[config.mk]
export PLATFORM = sky130hd
export DESIGN_NAME = cap_bank_sequencer
export DESIGN_NICKNAME = d
export VERILOG_FILES = /design/src/rtl/qcm_mc_pkg.sv /design/src/rtl/meas_watchdog.sv /design/src/rtl/cap_bank_sequencer.sv
export SDC_FILE = /design/constraint.sdc
export NUM_CORES = 1
export LEC_CHECK = 0
export BUFFER_PORTS_ARGS = -buffer_cell sky130_fd_sc_hd__buf_4
export CAP_MARGIN = 20
export CORE_UTILIZATION = 60
export DETAILED_ROUTE_END_ITERATION = 10
export PLACE_DENSITY_LB_ADDON = 0.3
export SETUP_SLACK_MARGIN = 0.05
export SYNTH_ARGS = -nofsm -noshare
export SYNTH_HDL_FRONTEND = slang
export SYNTH_SLANG_ARGS = --single-unit
[constraint.sdc]
create_clock -name clk -period 2.63 [get_ports clk]
set_input_delay 0.1315 -clock clk [delete_from_list [all_inputs] [get_ports clk]]
set_output_delay 0.1315 -clock clk [all_outputs]
set_load 0.05 [all_outputs]
[src/rtl/qcm_mc_pkg.sv]
// Shared types for the QCM master controller: default code width and the
// capacitor-bank sequencer state encoding.
package qcm_mc_pkg;
  localparam int CODE_W_DEF = 7;

  typedef enum logic [1:0] {
    SAFE  = 2'd0,
    RUN   = 2'd1,
    BREAK = 2'd2,
    LOAD  = 2'd3
  } seq_state_t;
endpackage

[src/rtl/meas_watchdog.sv]
// Measurement watchdog: counts cycles since the last kick and emits a one-cycle
// expired pulse at TIMEOUT_CYC, then re-arms. A kick in that cycle suppresses it.
module meas_watchdog #(
  parameter int TIMEOUT_CYC = 200000
) (
  input  logic clk,
  input  logic resetN,
  input  logic kick,
  output logic expired
);
  localparam int CNT_W = $clog2(TIMEOUT_CYC + 1);

  logic [CNT_W-1:0] cnt;

  assign expired = !kick && (cnt == CNT_W'(TIMEOUT_CYC));

  always_ff @(posedge clk or negedge resetN) begin
    if (!resetN)              cnt <= '0;
    else if (kick || expired) cnt <= '0;
    else                      cnt <= cnt + 1'b1;
  end
endmodule

[src/rtl/cap_bank_sequencer.sv]
// Capacitor-bank code sequencer: confirms repeated code requests, applies them
// break-before-make (enables off, settle, load codes, settle, enables on).
module cap_bank_sequencer
  import qcm_mc_pkg::*;
#(
  parameter int CODE_W      = CODE_W_DEF,
  parameter int SETTLE_CYC  = 40,
  parameter int CONFIRM     = 2,
  parameter int TIMEOUT_CYC = 200000
) (
  input  logic              clk,
  input  logic              resetN,
  input  logic              measValid,
  input  logic [CODE_W-1:0] codeSerReq,
  input  logic [CODE_W-1:0] codeParReq,
  output logic [CODE_W-1:0] codeSer,
  output logic [CODE_W-1:0] codePar,
  output logic              enableSer,
  output logic              enablePar,
  output logic              busy,
  output logic              fault
);
  localparam int PAIR_W  = 2 * CODE_W;
  localparam int CONF_W  = $clog2(CONFIRM + 1);
  localparam int DWELL_W = $clog2(SETTLE_CYC + 1);
  localparam logic [CONF_W-1:0]  CONF_MAX = CONF_W'(CONFIRM);
  localparam logic [DWELL_W-1:0] DWELL_END = DWELL_W'(SETTLE_CYC - 1);

  seq_state_t         state, state_nxt;
  logic [PAIR_W-1:0]  req_pair, last_pair;
  logic [CONF_W-1:0]  conf_cnt, conf_nxt;
  logic               acc, acc_q;
  logic [PAIR_W-1:0]  applied, applied_nxt;
  logic [PAIR_W-1:0]  target, target_nxt;
  logic [PAIR_W-1:0]  pend, pend_nxt;
  logic               pend_vld, pend_vld_nxt;
  logic [DWELL_W-1:0] dwell, dwell_nxt;
  logic               dwell_done;
  logic               en_q, en_nxt;
  logic               fault_q, fault_nxt;
  logic               expired;

  meas_watchdog #(.TIMEOUT_CYC(TIMEOUT_CYC)) u_wdog (
    .clk     (clk),
    .resetN  (resetN),
    .kick    (measValid),
    .expired (expired)
  );

  // Confirmation filter; conf_cnt == 0 means no sample seen since reset.
  assign req_pair = {codeSerReq, codeParReq};

  always_comb begin
    conf_nxt = CONF_W'(1);
    if (conf_cnt != '0 && req_pair == last_pair)
      conf_nxt = (conf_cnt == CONF_MAX) ? CONF_MAX : conf_cnt + 1'b1;
    acc = measValid && (conf_nxt == CONF_MAX);
  end

  always_ff @(posedge clk or negedge resetN) begin
    if (!resetN) begin
      conf_cnt  <= '0;
      last_pair <= '0;
      acc_q     <= 1'b0;
    end else begin
      acc_q <= acc;
      if (measValid) begin
        conf_cnt  <= conf_nxt;
        last_pair <= req_pair;
      end
    end
  end

  // While acc_q is high, last_pair still holds the accepted request.
  assign dwell_done = (dwell == DWELL_END);

  always_comb begin
    state_nxt    = state;
    applied_nxt  = applied;
    target_nxt   = target;
    pend_nxt     = pend;
    pend_vld_nxt = pend_vld;
    dwell_nxt    = dwell;
    en_nxt       = en_q;
    fault_nxt    = fault_q;
    if (expired) begin
      state_nxt    = SAFE;
      en_nxt       = 1'b0;
      fault_nxt    = 1'b1;
      pend_vld_nxt = 1'b0;
      dwell_nxt    = '0;
    end else begin
      if (acc_q) fault_nxt = 1'b0;
      case (state)
        SAFE: if (acc_q) begin
          target_nxt = last_pair;
          state_nxt  = BREAK;
          dwell_nxt  = '0;
          en_nxt     = 1'b0;
        end
        RUN: begin
          if (acc_q) begin
            pend_vld_nxt = 1'b0;
            if (last_pair != applied) begin
              target_nxt = last_pair;
              state_nxt  = BREAK;
              dwell_nxt  = '0;
              en_nxt     = 1'b0;
            end
          end else if (pend_vld) begin
            pend_vld_nxt = 1'b0;
            if (pend != applied) begin
              target_nxt = pend;
              state_nxt  = BREAK;
              dwell_nxt  = '0;
              en_nxt     = 1'b0;
            end
          end
        end
        BREAK: begin
          if (acc_q) target_nxt = last_pair;
          dwell_nxt = dwell + 1'b1;
          if (dwell_done) begin
            state_nxt   = LOAD;
            dwell_nxt   = '0;
            applied_nxt = target_nxt;
          end
        end
        LOAD: begin
          if (acc_q) begin
            pend_nxt     = last_pair;
            pend_vld_nxt = 1'b1;
          end
          dwell_nxt = dwell + 1'b1;
          if (dwell_done) begin
            state_nxt = RUN;
            dwell_nxt = '0;
            en_nxt    = 1'b1;
          end
        end
        default: state_nxt = SAFE;
      endcase
    end
  end

  always_ff @(posedge clk or negedge resetN) begin
    if (!resetN) begin
      state    <= SAFE;
      applied  <= '0;
      target   <= '0;
      pend     <= '0;
      pend_vld <= 1'b0;
      dwell    <= '0;
      en_q     <= 1'b0;
      fault_q  <= 1'b0;
    end else begin
      state    <= state_nxt;
      applied  <= applied_nxt;
      target   <= target_nxt;
      pend     <= pend_nxt;
      pend_vld <= pend_vld_nxt;
      dwell    <= dwell_nxt;
      en_q     <= en_nxt;
      fault_q  <= fault_nxt;
    end
  end

  assign codeSer   = applied[PAIR_W-1:CODE_W];
  assign codePar   = applied[CODE_W-1:0];
  assign enableSer = en_q;
  assign enablePar = en_q;
  assign busy      = (state == BREAK) || (state == LOAD);
  assign fault     = fault_q;
endmodule

==> flow_metrics.py, run 1 <==
metrics = {
    "critical_path": {
        "critPathMaxFanout": 15,
        "crit_type": "reg -> reg",
        "cp_data_required_time_ps": 2880,
        "critPathArrivalTime_ps": 2750,
        "critPathLaunchType": "flop",
        "critPathCaptureType": "flop",
    },
    "global_routing": {
        "grt_usage": 0.273,
        "grt_max_degree": 89,
        "grt_pass1_vias": 3522,
        "grt_first_pass_wirelength_microns": 17400,
        "grt_antenna_before_repair": 0,
        "grt_overflow": 0,
    },
    "yosys": {
        "number_of_enable_type_register_cells_in_the_synthesized_netlist": 0,
        "synthTopCellsByArea": "sky130_fd_sc_hd__dfrtp_1 47%, sky130_fd_sc_hd__xor2_1 7.3%, sky130_fd_sc_hd__mux2_2 6.8%",
        "synth_top_area_cell": "sky130_fd_sc_hd__dfrtp_1",
        "synth_area_per_cell_sq_um": 10.2,
        "synth_warnings": 0,
        "postSynthCellCount": 459,
        "ys_dominant_reg_cell": "sky130_fd_sc_hd__dfrtp_1",
        "ys_ff_latch": 88,
        "synth_cell_type_count": 52,
        "syn-num-nets": 480,
        "postSynth.asyncResetShare": 1.00,
        "ys_seq_area_frac": 0.472,
        "synth.top_cell.area_share": 0.472,
        "synth.cell_area_sq_um": 4670,
    },
    "sta": {
        "fin_crit_ps": 2510,
        "setup_total_negative_slack_ps": 0,
        "worst_slack_ps": 125,
        "skew_ps": 8.01,
        "rsz0062_at_grt": "true",
        "report.final.hold_viol_count": 0,
        "timing_max_transition_violations_final": 0,
        "fin_hold_ws_ps": 9.19,
        "maxSlewHeadroom": 0.535,
        "clock.fmax_ghz": 0.399,
        "finalCritPeriodShare": 0.953,
        "setup-violations-final": 0,
        "timing_worst_slew_pin_value_ps": 696,
    },
    "clock_network": {
        "root_buffer": "sky130_fd_sc_hd__clkbuf_8",
        "cts_num_sinks": 88,
        "cts.clk_slew.worst_paths_ps": 90,
        "h-tree-depth": 3,
        "cts_tree": "built",
        "cts_inserted_buffers": 9,
        "clk_latency_ps": 360,
        "clock_path_buffers": 2,
    },
    "final_layout": {
        "number_of_antenna_repair_diodes": 0,
        "post-route-cell-area_sq_um": 5280,
        "layout-area-overhead-vs-synth_pct": 13.0,
        "mostFrequentLayoutCell": "sky130_fd_sc_hd__dfrtp_1",
        "num-nets-final": 522,
        "postLayoutCoreUtil": 0.716,
        "mostFrequentLayoutCells": "87 x sky130_fd_sc_hd__dfrtp_1, 56 x sky130_fd_sc_hd__nand2_1, 52 x sky130_fd_sc_hd__buf_4",
        "drive_gt1_frac": 0.219,
        "instances_no_fill": 605,
    },
    "drt": {
        "routed-via-count": 3607,
        "firstDrtPassIters": 5,
        "remaining_drc_errors": 0,
        "drt-initial-drc-count": 321,
        "drt-vias-per-instance": 5.96,
        "avg_wl_per_cell_microns": 17.1,
        "wl_microns": 10400,
        "final_antenna_net_count": 0,
    },
    "run": {
        "maxCapViolCount": 0,
    },
    "placed_design": {
        "detailedPlacementHpwl_microns": 6920,
        "buffer_ports.inserted": 34,
        "placed_area_sq_um": 5040,
        "finalWeightedCongestion": 0.819,
        "placement.setup.worst_slack_ps": 91.5,
        "numPlacedInstances": 585,
    },
    "power": {
        "report.power.total_mw": 2.45,
        "power.density_nw_per_um2": 464,
        "power.ir.vdd_worst_uv": 396,
        "total_leakage_power_nw": 2.50,
    },
    "floorplan": {
        "boundaryPins": 35,
        "die_y_microns": 90.2,
        "core_area_sq_um": 7370,
        "initial_cell_density_of_the_core": 0.634,
        "floorplan.rows": 31,
        "die_area_sq_um": 8140,
        "die-width_microns": 90.2,
    },
    "run_status": {
        "outcome": "complete, no violations",
    },
    "hold_path": {
        "hold_class": "in -> reg",
    },
}
sequential cells by signal, summed over array words and instances (netlist names):
name	cells
u_wdog.cnt	18
applied	14
last_pair	14
pend	14
target	14
dwell	6
conf_cnt	2
state	2
acc_q	1
enablePar	1
fault	1
pend_vld	1
cell families (layout without fill, tap and decap cells):
group | after synthesis | in the layout | synth area share
AND/OR/NAND/NOR | 184 | 184 | 0.201
AO/OA/AOI/OAI | 65 | 66 | 0.100
adder cells (fa/ha/maj) | 4 | 4 | 0.0107
XOR/XNOR | 58 | 58 | 0.109
buffers and inverters | 31 | 77 | 0.0383
multiplexers | 29 | 29 | 0.0697
flip-flops | 88 | 88 | 0.472
critical path, stage by stage, from the launching register on:
cell and delay (ps):
sky130_fd_sc_hd__dfrtp_1 470, sky130_fd_sc_hd__xnor2_1 280, sky130_fd_sc_hd__nand3_1 110, sky130_fd_sc_hd__or4_1 540, sky130_fd_sc_hd__o22ai_4 320, sky130_fd_sc_hd__buf_4 280
sky130_fd_sc_hd__nor3_1 90, sky130_fd_sc_hd__a211o_1 280
area by class of cell:
type / instances / area, sq um
clock buffer: 9 / 124
clock inverter: 7 / 47.5
timing repair buffer: 55 / 432
multi-input combinational: 341 / 2320
inverter: 6 / 22.5
fill: 553 / 2090
sequential: 88 / 2200
tap: 99 / 124
routing by layer:
metal | vias up | part of all wire | GRT usage
li1 | 1690 | - | -
met1 | 1762 | 0.45 | 0.391
met2 | 142 | 0.47 | 0.412
met3 | 13 | 0.069 | 0.0558
met4 | 0 | 0.016 | 0.101
met5 | - | 0 | 0
report_power, final:
part	internal [mW]	switching, mW
clock	0.343	0.496
combinational	0.0908	0.0912
sequential	1.38	0.0446
Yosys cell counts (2+ instances only):
cell type	instances
sky130_fd_sc_hd__buf_6	5
sky130_fd_sc_hd__or3_1	2
sky130_fd_sc_hd__nor3b_1	3
sky130_fd_sc_hd__nand3_1	11
sky130_fd_sc_hd__mux2_2	28
sky130_fd_sc_hd__nand2b_1	16
sky130_fd_sc_hd__a21oi_1	5
sky130_fd_sc_hd__nor2_1	37
sky130_fd_sc_hd__xor2_1	39
sky130_fd_sc_hd__buf_2	5
sky130_fd_sc_hd__a31oi_1	15
sky130_fd_sc_hd__nor4_1	4
sky130_fd_sc_hd__or2_2	2
sky130_fd_sc_hd__nand2_1	56
sky130_fd_sc_hd__nor3_1	17
sky130_fd_sc_hd__inv_1	6
sky130_fd_sc_hd__and3_1	7
sky130_fd_sc_hd__clkbuf_1	8
sky130_fd_sc_hd__xnor2_1	19
sky130_fd_sc_hd__and2_1	3
sky130_fd_sc_hd__ha_1	4
sky130_fd_sc_hd__nand4_1	11
sky130_fd_sc_hd__o21ai_0	10
sky130_fd_sc_hd__o31ai_1	14
sky130_fd_sc_hd__a211o_1	13
sky130_fd_sc_hd__buf_4	5
sky130_fd_sc_hd__buf_1	2
sky130_fd_sc_hd__dfrtp_1	88
path summary, 6_finish.rpt:
kind                               start             to  slack (ps)  cells after the start
setup / recovery            last_pair[3]      target[1]         120                      7
hold / removal             codeParReq[4]   last_pair[4]           9                      2
setup reg to reg            last_pair[3]      target[1]         120                      7
hold reg to reg            u_wdog.cnt[0]  u_wdog.cnt[0]         500                      1
max in group asynchronous         resetN  u_wdog.cnt[0]        1880                      3
min in group asynchronous         resetN       dwell[2]         320                      3
repair_timing:
item / 4_1_cts / 5_1_grt
gates resized for setup: 0 / 6
hold endpoints to repair: 88 / 0
gates cloned: 1 / 0
endpoints found under the setup margin: 1 / 34
hold buffers: 1 / 0
pin swaps: 0 / 1
setup buffers: 0 / 2
Power figures use the tool's default switching activity.
==> inputs of run 2 (changes only) <==
clock period = 3.3 ns   (was 2.63 ns; I/O delays follow)
==> flow_metrics.py, run 2 (same netlist as run 1, synthesis figures left out) <==
metrics = {
    "run_status": {
        "outcome": "complete, no violations",
    },
    "power": {
        "power.density_nw_per_um2": 402,
        "seqPwrFrac": 0.547,
        "total_leakage_power_nw": 2.46,
        "power.ir.vdd_worst_uv": 289,
        "switching_share": 0.238,
        "share_comb_of_total_power": 0.059,
        "p_switching_mw": 0.497,
        "clock_power_share": 0.394,
        "cell_internal_pwr_mw": 1.59,
    },
    "clock_network": {
        "cts_num_sinks": 88,
        "root_buffer": "sky130_fd_sc_hd__clkbuf_8",
        "clock_path_buffers": 2,
        "h-tree-depth": 3,
        "cts.repair.resized": 0,
        "clk_latency_ps": 350,
        "cts.clk_slew.worst_paths_ps": 90,
        "cts_tree": "built",
        "cts_inserted_buffers": 9,
    },
    "final_layout": {
        "number_of_antenna_repair_diodes": 0,
        "multi_input_combinational_cell_area_sq_um": 2290,
        "max_ffs_per_register": 18,
        "register_area_sq_um": 2200,
        "mostFrequentLayoutCells": "88 x sky130_fd_sc_hd__dfrtp_1, 56 x sky130_fd_sc_hd__nand2_1, 41 x sky130_fd_sc_hd__buf_4",
        "layout-area-overhead-vs-synth_pct": 11.4,
        "fill_cells": 545,
        "mostFrequentLayoutCell": "sky130_fd_sc_hd__dfrtp_1",
        "most_flops_register": "u_wdog.cnt",
        "post-route-cell-area_sq_um": 5200,
        "drive_gt1_frac": 0.193,
        "num-nets-final": 509,
    },
    "floorplan": {
        "die_area_sq_um": 8140,
        "boundaryPins": 35,
        "core_area_sq_um": 7370,
        "die_y_microns": 90.2,
        "initial_cell_density_of_the_core": 0.634,
        "die-width_microns": 90.2,
        "floorplan.rows": 31,
    },
    "placed_design": {
        "placed_area_sq_um": 4940,
        "buffer_ports.inserted": 34,
        "finalWeightedCongestion": 0.813,
        "detailedPlacementHpwl_microns": 6560,
    },
    "critical_path": {
        "critPathCaptureType": "flop",
        "cp_slowest_stage_delay_ps": 570,
        "crit-reg2reg-capture": "applied[6]",
        "sequence_of_cells_on_the_critical_path": "inv_1 -> ha_1 -> or4bb_1 -> nor4_4 -> nand2_2 -> and4b_1 -> nor2_1 -> a31oi_1",
        "r2r_slack_ps": 530,
        "cp_top_family": "simple AND/OR/NAND/NOR gates",
        "rr_worst_depth": 8,
        "critPathMaxFanout": 28,
        "critPathSlowestCell": "sky130_fd_sc_hd__and4b_1",
        "critical_path.n_buffers_inverters": 1,
        "critPathArrivalTime_ps": 2960,
        "cp_data_required_time_ps": 3490,
        "crit_type": "reg -> reg",
        "r2r_start": "u_wdog.cnt[0]",
        "critPathLaunchType": "flop",
        "critical_path_cell_count": 8,
    },
    "global_routing": {
        "grt_pass1_vias": 3453,
        "grt_first_pass_wirelength_microns": 16900,
        "grt_max_degree": 89,
        "grt_antenna_before_repair": 0,
        "grt_usage": 0.261,
        "grt_overflow": 0,
    },
    "drt": {
        "wl_microns": 9700,
        "remaining_drc_errors": 0,
        "routed-via-count": 3516,
        "drt-initial-drc-count": 162,
        "drt-vias-per-instance": 5.94,
        "final_antenna_net_count": 0,
        "avg_wl_per_cell_microns": 16.4,
        "firstDrtPassIters": 4,
    },
    "sta": {
        "timing_worst_slew_pin_value_ps": 984,
        "clock.fmax_ghz": 0.361,
        "finalCritPeriodShare": 0.840,
        "skew_ps": 10.5,
        "rsz0062_at_grt": "false",
        "setup_total_negative_slack_ps": 0,
        "setup-violations-final": 0,
        "fin_crit_ps": 2770,
        "timing_max_transition_violations_final": 0,
        "fin_hold_ws_ps": 54.4,
        "maxSlewHeadroom": 0.343,
        "report.final.hold_viol_count": 0,
    },
    "run": {
        "maxCapViolCount": 0,
    },
    "hold_path": {
        "worstHoldPathCells": 2,
        "worst_hold_path.endpoint": "last_pair[4]",
        "min_from": "codeParReq[4]",
        "hold_class": "in -> reg",
    },
}
run 2: through the flow:
step	cells	util	setup WS, ps	power, mW
floorplan	459	-	986	1.22
global placement	574	0.671	709	1.28
detailed placement	574	0.671	601	1.28
CTS	590	0.701	539	2.10
global route	592	0.706	230	2.18
finish	592	0.706	528	2.09
run 2: cell type report:
class | instances | area share
Multi-Input combinational cell | 340 | 0.440
Sequential cell | 88 | 0.423
Timing Repair Buffer | 43 | 0.0664
Clock buffer | 9 | 0.0238
Tap cell | 99 | 0.0238
Clock inverter | 7 | 0.0185
Inverter | 6 | 0.00433
run 2: how the worst max path moves through the flow:
stage                              from  slack [ps]     endpoint
after floorplan              applied[3]         990    target[0]
after global placement    u_wdog.cnt[0]         710  applied[13]
after detailed placement  u_wdog.cnt[0]         600  applied[13]
after global routing      u_wdog.cnt[0]         230   applied[6]
final                     u_wdog.cnt[0]         530   applied[6]
after CTS                 u_wdog.cnt[0]         540   applied[6]
run 2: worst register-to-register path: stages, from the launching register on:
cell and delay [ps]:
sky130_fd_sc_hd__dfrtp_1 440, sky130_fd_sc_hd__inv_1 80, sky130_fd_sc_hd__ha_1 140, sky130_fd_sc_hd__or4bb_1 550, sky130_fd_sc_hd__nor4_4 260, sky130_fd_sc_hd__nand2_2 250, sky130_fd_sc_hd__and4b_1 570, sky130_fd_sc_hd__nor2_1 260
sky130_fd_sc_hd__a31oi_1 70
run 2: power groups by stage:
stage / clock network [mW] / registers, mW / logic (mW)
global route: 0.891 / 1.15 / 0.138
CTS: 0.838 / 1.14 / 0.121
floorplan: 0 / 1.15 / 0.0715
global placement: 0 / 1.16 / 0.118
finish: 0.823 / 1.14 / 0.124
detailed placement: 0 / 1.16 / 0.120
run 2: what timing repair did:
| action | in CTS | in global routing |
|---|---|---|
| setup endpoints to repair | 0 | 0 |
| setup buffers | 0 | 0 |
| hold buffers | 0 | 1 |
| hold endpoints to repair | 0 | 19 |
run 2: routing by layer:
layer	track usage	wire (microns)	share of wire	up-vias
li1	-	-	-	1665
met1	0.378	4450	0.46	1742
met2	0.401	4640	0.48	96
met3	0.0347	474	0.049	13
met4	0.0981	136	0.014	0
met5	0	0	0	-
